<file path="src/rtl/serial_chunk_comparator_if.sv">
// Operator-side bundle of the serial chunk comparator.
//   pb, y, signed_mode : load button level, switch-bank chunk, compare mode
//   phase              : 0 LOAD_A, 1 LOAD_B, 2 CMP, 3 DONE
//   lout/gout/eout     : A<B / A>B / A==B, meaningful only while done=1
//   done               : high while the result is being displayed
// master = the board/operator side, slave = the comparator.
interface serial_chunk_comparator_if #(
  parameter int CHUNK = 4
);
  logic             pb;
  logic [CHUNK-1:0] y;
  logic             signed_mode;
  logic [1:0]       phase;
  logic             lout;
  logic             gout;
  logic             eout;
  logic             done;

  modport master (
    output pb, y, signed_mode,
    input  phase, lout, gout, eout, done
  );

  modport slave (
    input  pb, y, signed_mode,
    output phase, lout, gout, eout, done
  );
endinterface

</file>
<file path="src/rtl/serial_chunk_comparator.sv">
// Chunk-serial magnitude comparator.
// Two WIDTH-bit operands are entered CHUNK bits at a time (MSB chunk first)
// from a shared switch bank, one chunk per rising edge of the load button.
// The compare then walks the chunk pairs MSB-first, one per cycle, stopping
// at the first difference. Signed mode resolves differing sign bits in the
// first compare cycle; with equal signs the unsigned chunk walk is already
// the correct two's-complement ordering.
// Ports:
//   clk  : rising-edge clock
//   rst  : synchronous active-high reset
//   bus  : serial_chunk_comparator_if.slave (pb, y, signed_mode in;
//          phase, lout, gout, eout, done out)
module serial_chunk_comparator #(
  parameter int WIDTH = 8,
  parameter int CHUNK = 4
) (
  input  logic                        clk,
  input  logic                        rst,
  serial_chunk_comparator_if.slave    bus
);

  localparam int NCHUNK = WIDTH / CHUNK;
  localparam int CW     = (NCHUNK > 1) ? $clog2(NCHUNK) : 1;
  localparam logic [CW-1:0] LAST = CW'(NCHUNK - 1);

  typedef enum logic [1:0] {
    LOAD_A = 2'd0,
    LOAD_B = 2'd1,
    CMP    = 2'd2,
    DONE   = 2'd3
  } state_t;

  state_t             state_q, state_d;
  logic [CW-1:0]      cnt_q, cnt_d;
  logic [WIDTH-1:0]   a_q, a_d;
  logic [WIDTH-1:0]   b_q, b_d;
  logic               mode_q, mode_d;
  logic               lout_q, lout_d;
  logic               gout_q, gout_d;
  logic               eout_q, eout_d;
  logic               pb_q;
  logic               ld;
  logic [CHUNK-1:0]   ca, cb;

  // Chunk idx counted from the LSB end of the operand.
  function automatic logic [CHUNK-1:0] chunk_of(input logic [WIDTH-1:0] v,
                                                input logic [CW-1:0]    idx);
    return v[int'(idx)*CHUNK +: CHUNK];
  endfunction

  // The button is already debounced; one registered copy gives the edge.
  assign ld = bus.pb & ~pb_q;

  always_ff @(posedge clk) begin
    if (rst) begin
      state_q <= LOAD_A;
      cnt_q   <= '0;
      a_q     <= '0;
      b_q     <= '0;
      mode_q  <= 1'b0;
      lout_q  <= 1'b0;
      gout_q  <= 1'b0;
      eout_q  <= 1'b0;
      pb_q    <= 1'b0;
    end else begin
      state_q <= state_d;
      cnt_q   <= cnt_d;
      a_q     <= a_d;
      b_q     <= b_d;
      mode_q  <= mode_d;
      lout_q  <= lout_d;
      gout_q  <= gout_d;
      eout_q  <= eout_d;
      pb_q    <= bus.pb;
    end
  end

  always_comb begin
    state_d = state_q;
    cnt_d   = cnt_q;
    a_d     = a_q;
    b_d     = b_q;
    mode_d  = mode_q;
    lout_d  = lout_q;
    gout_d  = gout_q;
    eout_d  = eout_q;
    ca      = chunk_of(a_q, cnt_q);
    cb      = chunk_of(b_q, cnt_q);

    case (state_q)
      LOAD_A: begin
        if (ld) begin
          // cnt counts chunks already entered, so MSB chunk lands first.
          a_d[int'(LAST - cnt_q)*CHUNK +: CHUNK] = bus.y;
          if (cnt_q == LAST) begin
            cnt_d   = '0;
            state_d = LOAD_B;
          end else begin
            cnt_d = cnt_q + CW'(1);
          end
        end
      end

      LOAD_B: begin
        if (ld) begin
          b_d[int'(LAST - cnt_q)*CHUNK +: CHUNK] = bus.y;
          if (cnt_q == LAST) begin
            // The compare walks down from the MSB chunk; the mode is
            // frozen here so later switch changes cannot disturb it.
            cnt_d   = LAST;
            mode_d  = bus.signed_mode;
            state_d = CMP;
          end else begin
            cnt_d = cnt_q + CW'(1);
          end
        end
      end

      CMP: begin
        // cnt == LAST only on the first compare cycle.
        if (mode_q && (cnt_q == LAST) && (a_q[WIDTH-1] != b_q[WIDTH-1])) begin
          lout_d  = a_q[WIDTH-1];
          gout_d  = ~a_q[WIDTH-1];
          state_d = DONE;
        end else if (ca > cb) begin
          gout_d  = 1'b1;
          state_d = DONE;
        end else if (ca < cb) begin
          lout_d  = 1'b1;
          state_d = DONE;
        end else if (cnt_q == '0) begin
          eout_d  = 1'b1;
          state_d = DONE;
        end else begin
          cnt_d = cnt_q - CW'(1);
        end
      end

      DONE: begin
        // A press here starts the next operand pair immediately, so that
        // press already carries A's MSB chunk.
        if (ld) begin
          lout_d = 1'b0;
          gout_d = 1'b0;
          eout_d = 1'b0;
          a_d[(NCHUNK-1)*CHUNK +: CHUNK] = bus.y;
          if (NCHUNK == 1) begin
            cnt_d   = '0;
            state_d = LOAD_B;
          end else begin
            cnt_d   = CW'(1);
            state_d = LOAD_A;
          end
        end
      end

      default: state_d = LOAD_A;
    endcase
  end

  assign bus.phase = state_q;
  assign bus.lout  = lout_q;
  assign bus.gout  = gout_q;
  assign bus.eout  = eout_q;
  assign bus.done  = (state_q == DONE);

endmodule

</file>
<file path="src/flat_wrapper.sv">
// flat-port wrapper written by rule: the top's interface ports become plain ports
module serial_chunk_comparator_flat 
#(
  parameter int WIDTH = 8,
  parameter int CHUNK = 4
)
  (clk, rst, bus_pb, bus_y, bus_signed_mode, bus_phase, bus_lout, bus_gout, bus_eout, bus_done);
  serial_chunk_comparator_if #(.CHUNK(CHUNK)) bus_i ();
  input  logic clk;
  input  logic rst;
  input wire logic [$bits(bus_i.pb)-1:0] bus_pb;
  input wire logic [$bits(bus_i.y)-1:0] bus_y;
  input wire logic [$bits(bus_i.signed_mode)-1:0] bus_signed_mode;
  output wire logic [$bits(bus_i.phase)-1:0] bus_phase;
  output wire logic [$bits(bus_i.lout)-1:0] bus_lout;
  output wire logic [$bits(bus_i.gout)-1:0] bus_gout;
  output wire logic [$bits(bus_i.eout)-1:0] bus_eout;
  output wire logic [$bits(bus_i.done)-1:0] bus_done;
  assign bus_i.pb = bus_pb;
  assign bus_i.y = bus_y;
  assign bus_i.signed_mode = bus_signed_mode;
  assign bus_phase = bus_i.phase;
  assign bus_lout = bus_i.lout;
  assign bus_gout = bus_i.gout;
  assign bus_eout = bus_i.eout;
  assign bus_done = bus_i.done;
  serial_chunk_comparator #(.WIDTH(WIDTH), .CHUNK(CHUNK)) u_core (.clk(clk), .rst(rst), .bus(bus_i));
endmodule
</file>
<file path="config.mk">
export PLATFORM = sky130hd
export DESIGN_NAME = serial_chunk_comparator_flat
export DESIGN_NICKNAME = d
export VERILOG_FILES = /design/src/rtl/serial_chunk_comparator_if.sv /design/src/rtl/serial_chunk_comparator.sv /design/src/flat_wrapper.sv
export SDC_FILE = /design/constraint.sdc
export NUM_CORES = 1
export LEC_CHECK = 0
export BUFFER_PORTS_ARGS = -buffer_cell sky130_fd_sc_hd__buf_2
export CORE_UTILIZATION = 50
export CTS_BUF_LIST = sky130_fd_sc_hd__clkbuf_8
export CTS_CLUSTER_DIAMETER = 40
export DETAILED_ROUTE_END_ITERATION = 8
export PLACE_DENSITY_LB_ADDON = 0.12
export SYNTH_ARGS = -nofsm -noshare
export SYNTH_HDL_FRONTEND = slang
export SYNTH_SLANG_ARGS = --single-unit
</file>
<file path="constraint.sdc">
create_clock -name clk -period 3.2 [get_ports clk]
set_input_delay 0.32 -clock clk [delete_from_list [all_inputs] [get_ports clk]]
set_output_delay 0.32 -clock clk [all_outputs]
set_load 0.05 [all_outputs]
</file>
## Yosys cells after proc, flatten, opt, wreduce, memory -nomap -nowiden

Cells that the tools add are included.

| storage, ports and cells | value |
|---|---|
| output and inout bits | 6 |
| bits of input ports | 8 |
| bits in read-only memories | 0 |
| RAM bits | 0 |
| memories | 0 |
| bits in latches | 0 |
| logic and storage cells | 92 |
| bits in registers | 24 |

| operators by class | value |
|---|---|
| div/mod/pow operators | 0 |
| equality and inequality tests | 17 |
| multiplexer cells | 38 |
| add/sub/neg operators | 4 |
| reductions and logical operators | 14 |
| $lt $le $gt $ge | 2 |
| $mul | 0 |
| bitwise gates (word level) | 3 |
| shifts and indexed selects | 4 |

Operators with widths:

| operator | count |
|---|---|
| negation 32 -> 33 bit | 1 |
| variable shift 4 x 33 -> 8 bit (first input constant) | 1 |
| variable part select 4 x 33 -> 8 bit | 1 |
| 2-to-1 mux 1 bit | 19 |
| 2-to-1 mux 2 bit | 9 |
| AND reduction 6 bit | 3 |
| bitwise mux 8 bit | 2 |
| variable part select 8 x 4 -> 4 bit | 2 |
| != test 2 x 1 -> 1 bit (second input constant) | 5 |
| AND reduction 3 bit | 3 |
| 2-to-1 mux 8 bit | 1 |
| != test 2 bit (second input constant) | 4 |
| case mux 2 bit (4 select lines) | 1 |
| case mux 4 bit (2 select lines) | 1 |
| != test 3 x 1 -> 1 bit (second input constant) | 2 |
| case mux 1 bit (2 select lines) | 3 |
| != test 5 bit (second input constant) | 1 |
| == test 2 bit (second input constant) | 2 |
| > comparator 4 bit | 1 |
| < comparator 4 bit | 1 |
| 2-to-1 mux 4 bit | 1 |
| case mux 1 bit (4 select lines) | 1 |
| AND reduction 2 bit | 2 |
| AND reduction 4 bit | 1 |
| 11 further kinds | 14 |

## Depth between registers and ports, before layout

| logic depth | value |
|---|---|
| word-level depth | 6 |
| mapped depth | 9 |
| mapped depth without buffers | 7 |

## Worst setup path after synthesis

Ideal clock, no wire load.

| timing | value |
|---|---|
| path kind | reg-to-reg |
| from | register u_core.cnt_q |
| to | register u_core.state_q[1], in the netlist u_core.bus.phase[1] |
| data required time | 3.071 ns |
| library setup time | 0.129 ns |
| data arrival time | 2.060 ns |
| path buffers | 2 |
| stages on the path, launching flop included | 10 |
| setup slack | 1.011 ns |
| period minus slack after synthesis | 2.189 ns |
| cells stage by stage | dfxtp_1 > buf_6 > buf_4 > mux2_2 > ha_1 > nor2b_1 > o41ai_4 > o21ba_2 > mux2i_1 > nor2_1 |

| between the ends | value |
|---|---|
| cells in the longest elaborated chain, start to end | 6 |
| elaborated cells on any way between the ends | 14 |
| classes of those cells | order compare (2); eq/ne (3); shift (2); mux (4); reduce/logical (3) |

Ends and longest elaborated chain:

| what | RTL line | RTL |
|---|---|---|
| start: declaration | serial_chunk_comparator.sv:34 | `logic [CW-1:0] cnt_q, cnt_d;` |
| start signal: assignment | serial_chunk_comparator.sv:67 | `cnt_q <= cnt_d;` |
| variable part select 8 x 4 -> 4 bit | serial_chunk_comparator.sv:48 | `return v[int'(idx)*CHUNK +: CHUNK];` |
| < comparator 4 bit | serial_chunk_comparator.sv:128 | `end else if (ca < cb) begin` |
| 2-to-1 mux 2 bit | serial_chunk_comparator.sv:128 |  |
| 2-to-1 mux 2 bit | serial_chunk_comparator.sv:125 | `end else if (ca > cb) begin` |
| 2-to-1 mux 2 bit | serial_chunk_comparator.sv:121 | `if (mode_q && (cnt_q == LAST) && (a_q[WIDTH-1] != b_q[WIDTH-1])) begin` |
| case mux 2 bit (4 select lines) | serial_chunk_comparator.sv:90 | `case (state_q)` |
| end signal: assignment | serial_chunk_comparator.sv:66 | `state_q <= state_d;` |
| end: declaration | serial_chunk_comparator.sv:33 | `state_t state_q, state_d;` |

Several ways; a longest one is shown, not always the timed one.
A chain may end at the register's enable or synchronous reset.

## Final worst setup path

| timing | value |
|---|---|
| from | register u_core.cnt_q |
| to | register u_core.eout_q, in the netlist u_core.bus.eout |

| between the ends | value |
|---|---|
| cells in the longest elaborated chain, start to end | 4 |
| elaborated cells on any way between the ends | 11 |
| classes of those cells | order compare (2); eq/ne (4); shift (2); reduce/logical (3) |

Ends and longest elaborated chain:

| what | RTL line | RTL |
|---|---|---|
| variable part select 8 x 4 -> 4 bit or logical AND 1 bit (tied branches) | serial_chunk_comparator.sv:48, serial_chunk_comparator.sv:121 |  |
| > comparator 4 bit (tied with other cells) | serial_chunk_comparator.sv:125 |  |
| != test 2 bit (no source line) | -- |  |
| AND reduction 6 bit (no source line) (*) | -- |  |
| end signal: assignment | serial_chunk_comparator.sv:73 | `eout_q <= eout_d;` |
| end: declaration | serial_chunk_comparator.sv:40 | `logic eout_q, eout_d;` |

Mark *: on every way between the ends. The rest lies on a longest branch, timed or not.

==> results by group <==
Route
  • Drt total wl: 2.449 mm
  • Detail-routed via count per cell: 5.497
  • Number of detailed-route iterations in the first pass: 4
  • Count of unresolved DRC violations after routing: 0
  • Via count: 1017
  • Antenna violation net count after detailed routing: 0
  • DRT iter0 DRCs: 13
  • Routed length per placed instance: 13.24 um

Synthesis
  • Synth Area in Simple Gates: 18.18%
  • Post-synthesis share of cell area spent on full adders, half adders and majority gates: 7.576%
  • Biggest area consumer among synthesized cells: sky130_fd_sc_hd__dfxtp_1
  • Synthesized Nets: 161
  • Largest family of logic cells by synthesized area: multiplexers
  • Yosys top cell area share: 36.36%
  • Multiplexer share of the synthesized area: 18.56%
  • Summed instance area of the synthesized netlist: 1321 um2
  • Unique cell type count in the Yosys netlist: 30
  • Share of the synthesized area in compound gates (AO/OA/AOI/OAI): 14.20%
  • Ranking of synthesized cells by area: sky130_fd_sc_hd__dfxtp_1, sky130_fd_sc_hd__mux2i_1, sky130_fd_sc_hd__ha_1
  • Synthesis Warnings: 0
  • Sequential-to-total area share from yosys stat: 36.36%
  • Count of flip-flops with a built-in enable after synthesis: 0
  • Post-synthesis average cell area: 9.112 um2
  • Top FF cell, synth: sky130_fd_sc_hd__dfxtp_1
  • Total of flip-flops plus latches after synthesis: 24
  • Parity-gate share of the synthesized area counting xor and xnor cells: 0.6629%
  • Fraction of synthesis flops using an asynchronous set or reset pin: 0%
  • Number of cells produced by synthesis: 145

Timing
  • Setup repair after global routing missed its margin: no
  • Period utilization: 74.27%
  • Fmax: 420.8 MHz
  • Setup Total Neg Slack: 0 ns
  • Slew at the pin closest to its max-slew limit: 0.6389 ns
  • Final hold violations: 0
  • Worst slew margin: 57.32%
  • Min cycle time layout: 2.377 ns
  • Setup-violating endpoint count in the final report: 0
  • Final worst clock skew: 0.008824 ns
  • Final slew viol count: 0

Critical path
  • Path type of the worst setup path: flip-flop to flip-flop
  • Highest fanout seen on the critical path: 12
  • Worst reg2reg endpoint: u_core.bus.eout$_SDFFE_PP0P_
  • Crit path largest cell delay: 0.52 ns
  • Worst reg2reg setup slack: 0.82 ns
  • Worst EP arrival: 2.54 ns
  • Required time of the critical path: 3.36 ns
  • FF-to-FF Start: u_core.cnt_q$_SDFFE_PP0P_
  • Worst path cell trace: buf_4, mux2_2, ha_1, and4_1, o41ai_4, nor2_1, nor3_1, a311o_1
  • Max stage delay cell, worst path: sky130_fd_sc_hd__dfxtp_1
  • Critical path launch point: u_core.cnt_q$_SDFFE_PP0P_
  • Type of destination of the critical path: flip-flop
  • Worst r2r path cells: 8
  • CP startpoint kind: flip-flop

GRT
  • Largest net degree at the start of global routing: 27
  • Vias in the first global route: 911
  • Remaining Overflow, GRT: 0
  • First-pass GRT wire length: 4.084 mm
  • Global routing usage summed across all routing layers: 20.10%
  • Number of antenna violations at the first check in global routing: 0

Die
  • Die Area: 2852 um2
  • I/O pin count: 14
  • Count of standard-cell rows: 18
  • Die outline width: 53.41 um
  • Initial cell density of the core: 53.33%
  • Die span in y: 53.41 um
  • Area of the placeable core: 2477 um2

Worst hold path
  • Path category of the worst min-delay check: primary input to flip-flop
  • Start point of the worst hold path: bus_pb
  • Endpoint with the worst hold slack: u_core.pb_q$_SDFF_PP0_
  • Worst Hold Depth: 2

Clocking
  • CTS tree: done
  • CTS Buf Count: 3
  • Worst-skew pair later-pin latency: 0.27 ns
  • Clk Tree Root Cell: sky130_fd_sc_hd__clkbuf_8
  • Number of clock sinks: 24
  • H-tree depth reported by CTS: 1
  • Buffer count from post-CTS setup fixing: 0
  • Total of hold buffers inserted after clock tree synthesis: 0
  • CTS clock-pin slew for the worst setup and hold paths: 0.09 ns
  • Cts repair resizes: 0
  • Maximum number of buffers from clock root to sink: 2

Place
  • Placed wire-length estimate: 1.794 mm
  • RePlAce Congestion: 0.8087
  • Count of buffers from port buffering: 13

Final layout
  • Total number of nets in the final design: 172
  • Layout cells sized above 1: 18.71%
  • Most used cells in the layout excluding fill and tap cells: sky130_fd_sc_hd__nor2_1, sky130_fd_sc_hd__dfxtp_1, sky130_fd_sc_hd__mux2i_1
  • Leading cell type in the layout, fill and taps excluded: sky130_fd_sc_hd__nor2_1
  • Layout area overhead: 9.185%
  • Number of antenna repair diodes: 0

Power and ir drop
  • Overall power consumption: 1.108 mW
  • Leakage power total: 0.6229 nW
  • Cell Pwr Density: 768.1 nW/um2
  • Largest vdd supply drop: 467.4 uV

Outcome
  • Run status: finished, final reports clean

Job
  • MaxCap Viol Count: 0
==> cell usage after synthesis (2+ instances only) <==
cell,n
sky130_fd_sc_hd__o21bai_1,2
sky130_fd_sc_hd__nand2b_1,2
sky130_fd_sc_hd__a211oi_1,2
sky130_fd_sc_hd__dfxtp_1,24
sky130_fd_sc_hd__nor2b_1,5
sky130_fd_sc_hd__inv_1,4
sky130_fd_sc_hd__nor2_1,26
sky130_fd_sc_hd__o211ai_1,2
sky130_fd_sc_hd__a21oi_1,9
sky130_fd_sc_hd__ha_1,8
sky130_fd_sc_hd__mux2_2,4
sky130_fd_sc_hd__clkbuf_1,4
sky130_fd_sc_hd__nor3_1,3
sky130_fd_sc_hd__nand2_1,9
sky130_fd_sc_hd__o21ai_0,5
sky130_fd_sc_hd__mux2i_1,20
sky130_fd_sc_hd__nand3_2,2
sky130_fd_sc_hd__buf_2,2
==> power breakdown <==
part,switching [mW],internal (mW)
clock network,0.0965,0.110
logic,0.316,0.198
registers,0.0419,0.345
==> worst max path at each step <==
stage          cells after the start                          endpoint  slack [ns]
2_1_floorplan                      9  u_core.bus.phase[1]$_SDFFE_PP0P_        1.01
4_1_cts                            8      u_core.bus.eout$_SDFFE_PP0P_        0.81
3_5_place_dp                       8      u_core.bus.eout$_SDFFE_PP0P_        0.81
6_report                           8      u_core.bus.eout$_SDFFE_PP0P_        0.82
3_3_place_gp                       8      u_core.bus.eout$_SDFFE_PP0P_        0.90
5_1_grt                            8      u_core.bus.eout$_SDFFE_PP0P_        0.65
==> critical path, delay by kind of cell (launching register included) <==
family | cells | cell delay [ns]
flip-flops | 1 | 0.52
AND/OR/NAND/NOR | 3 | 0.48
AO/OA/AOI/OAI | 2 | 0.39
multiplexers | 1 | 0.35
buffers and inverters | 1 | 0.27
adder cells (fa/ha/maj) | 1 | 0.27
==> stage by stage <==
step	instance area, um2	cells	hold WS [ns]	utilization, %	setup slack (ns)
final	1443	185	0.2679	58.23	0.8233
after global routing	1443	185	0.2690	58.23	0.6549
after floorplan	1321	145	0.4482	-	1.011
after detailed placement	1388	181	0.4711	56.01	0.8135
after global placement	1388	181	0.4654	56.01	0.9013
after CTS	1443	185	0.2652	58.23	0.8089
==> flip-flops by register name, summed over array words and instances, names as in the netlist <==
| signal | flops |
|---|---|
| u_core.a_q | 8 |
| u_core.b_q | 8 |
| u_core.bus.phase | 2 |
| u_core.bus.eout | 1 |
| u_core.bus.gout | 1 |
| u_core.bus.lout | 1 |
| u_core.cnt_q | 1 |
| u_core.mode_q | 1 |
| u_core.pb_q | 1 |
==> layer usage <==
metal | vias up | global-route usage (%) | wire length [um]
met5 | - | 0 | 0
met4 | 0 | 9.649 | 46
met3 | 6 | 3.448 | 82
met2 | 18 | 31.46 | 1100
met1 | 471 | 26.25 | 1219
li1 | 522 | - | -
==> area by class of cell <==
cell class | instances | area [um2]
clock buffer | 4 | 55.05
fill | 244 | 1035
timing repair buffer | 14 | 72.57
inverter | 4 | 15.01
sequential | 24 | 480.5
multi-input combinational | 109 | 782.0
tap | 30 | 37.54
==> cell families after synthesis <==
kind of cell / after synthesis
compound gates: 26
xor+xnor: 1
fa+ha+maj: 8
buf+inv: 12
flops: 24
mux: 24
simple gates: 50
Power figures use the tool's default switching activity.
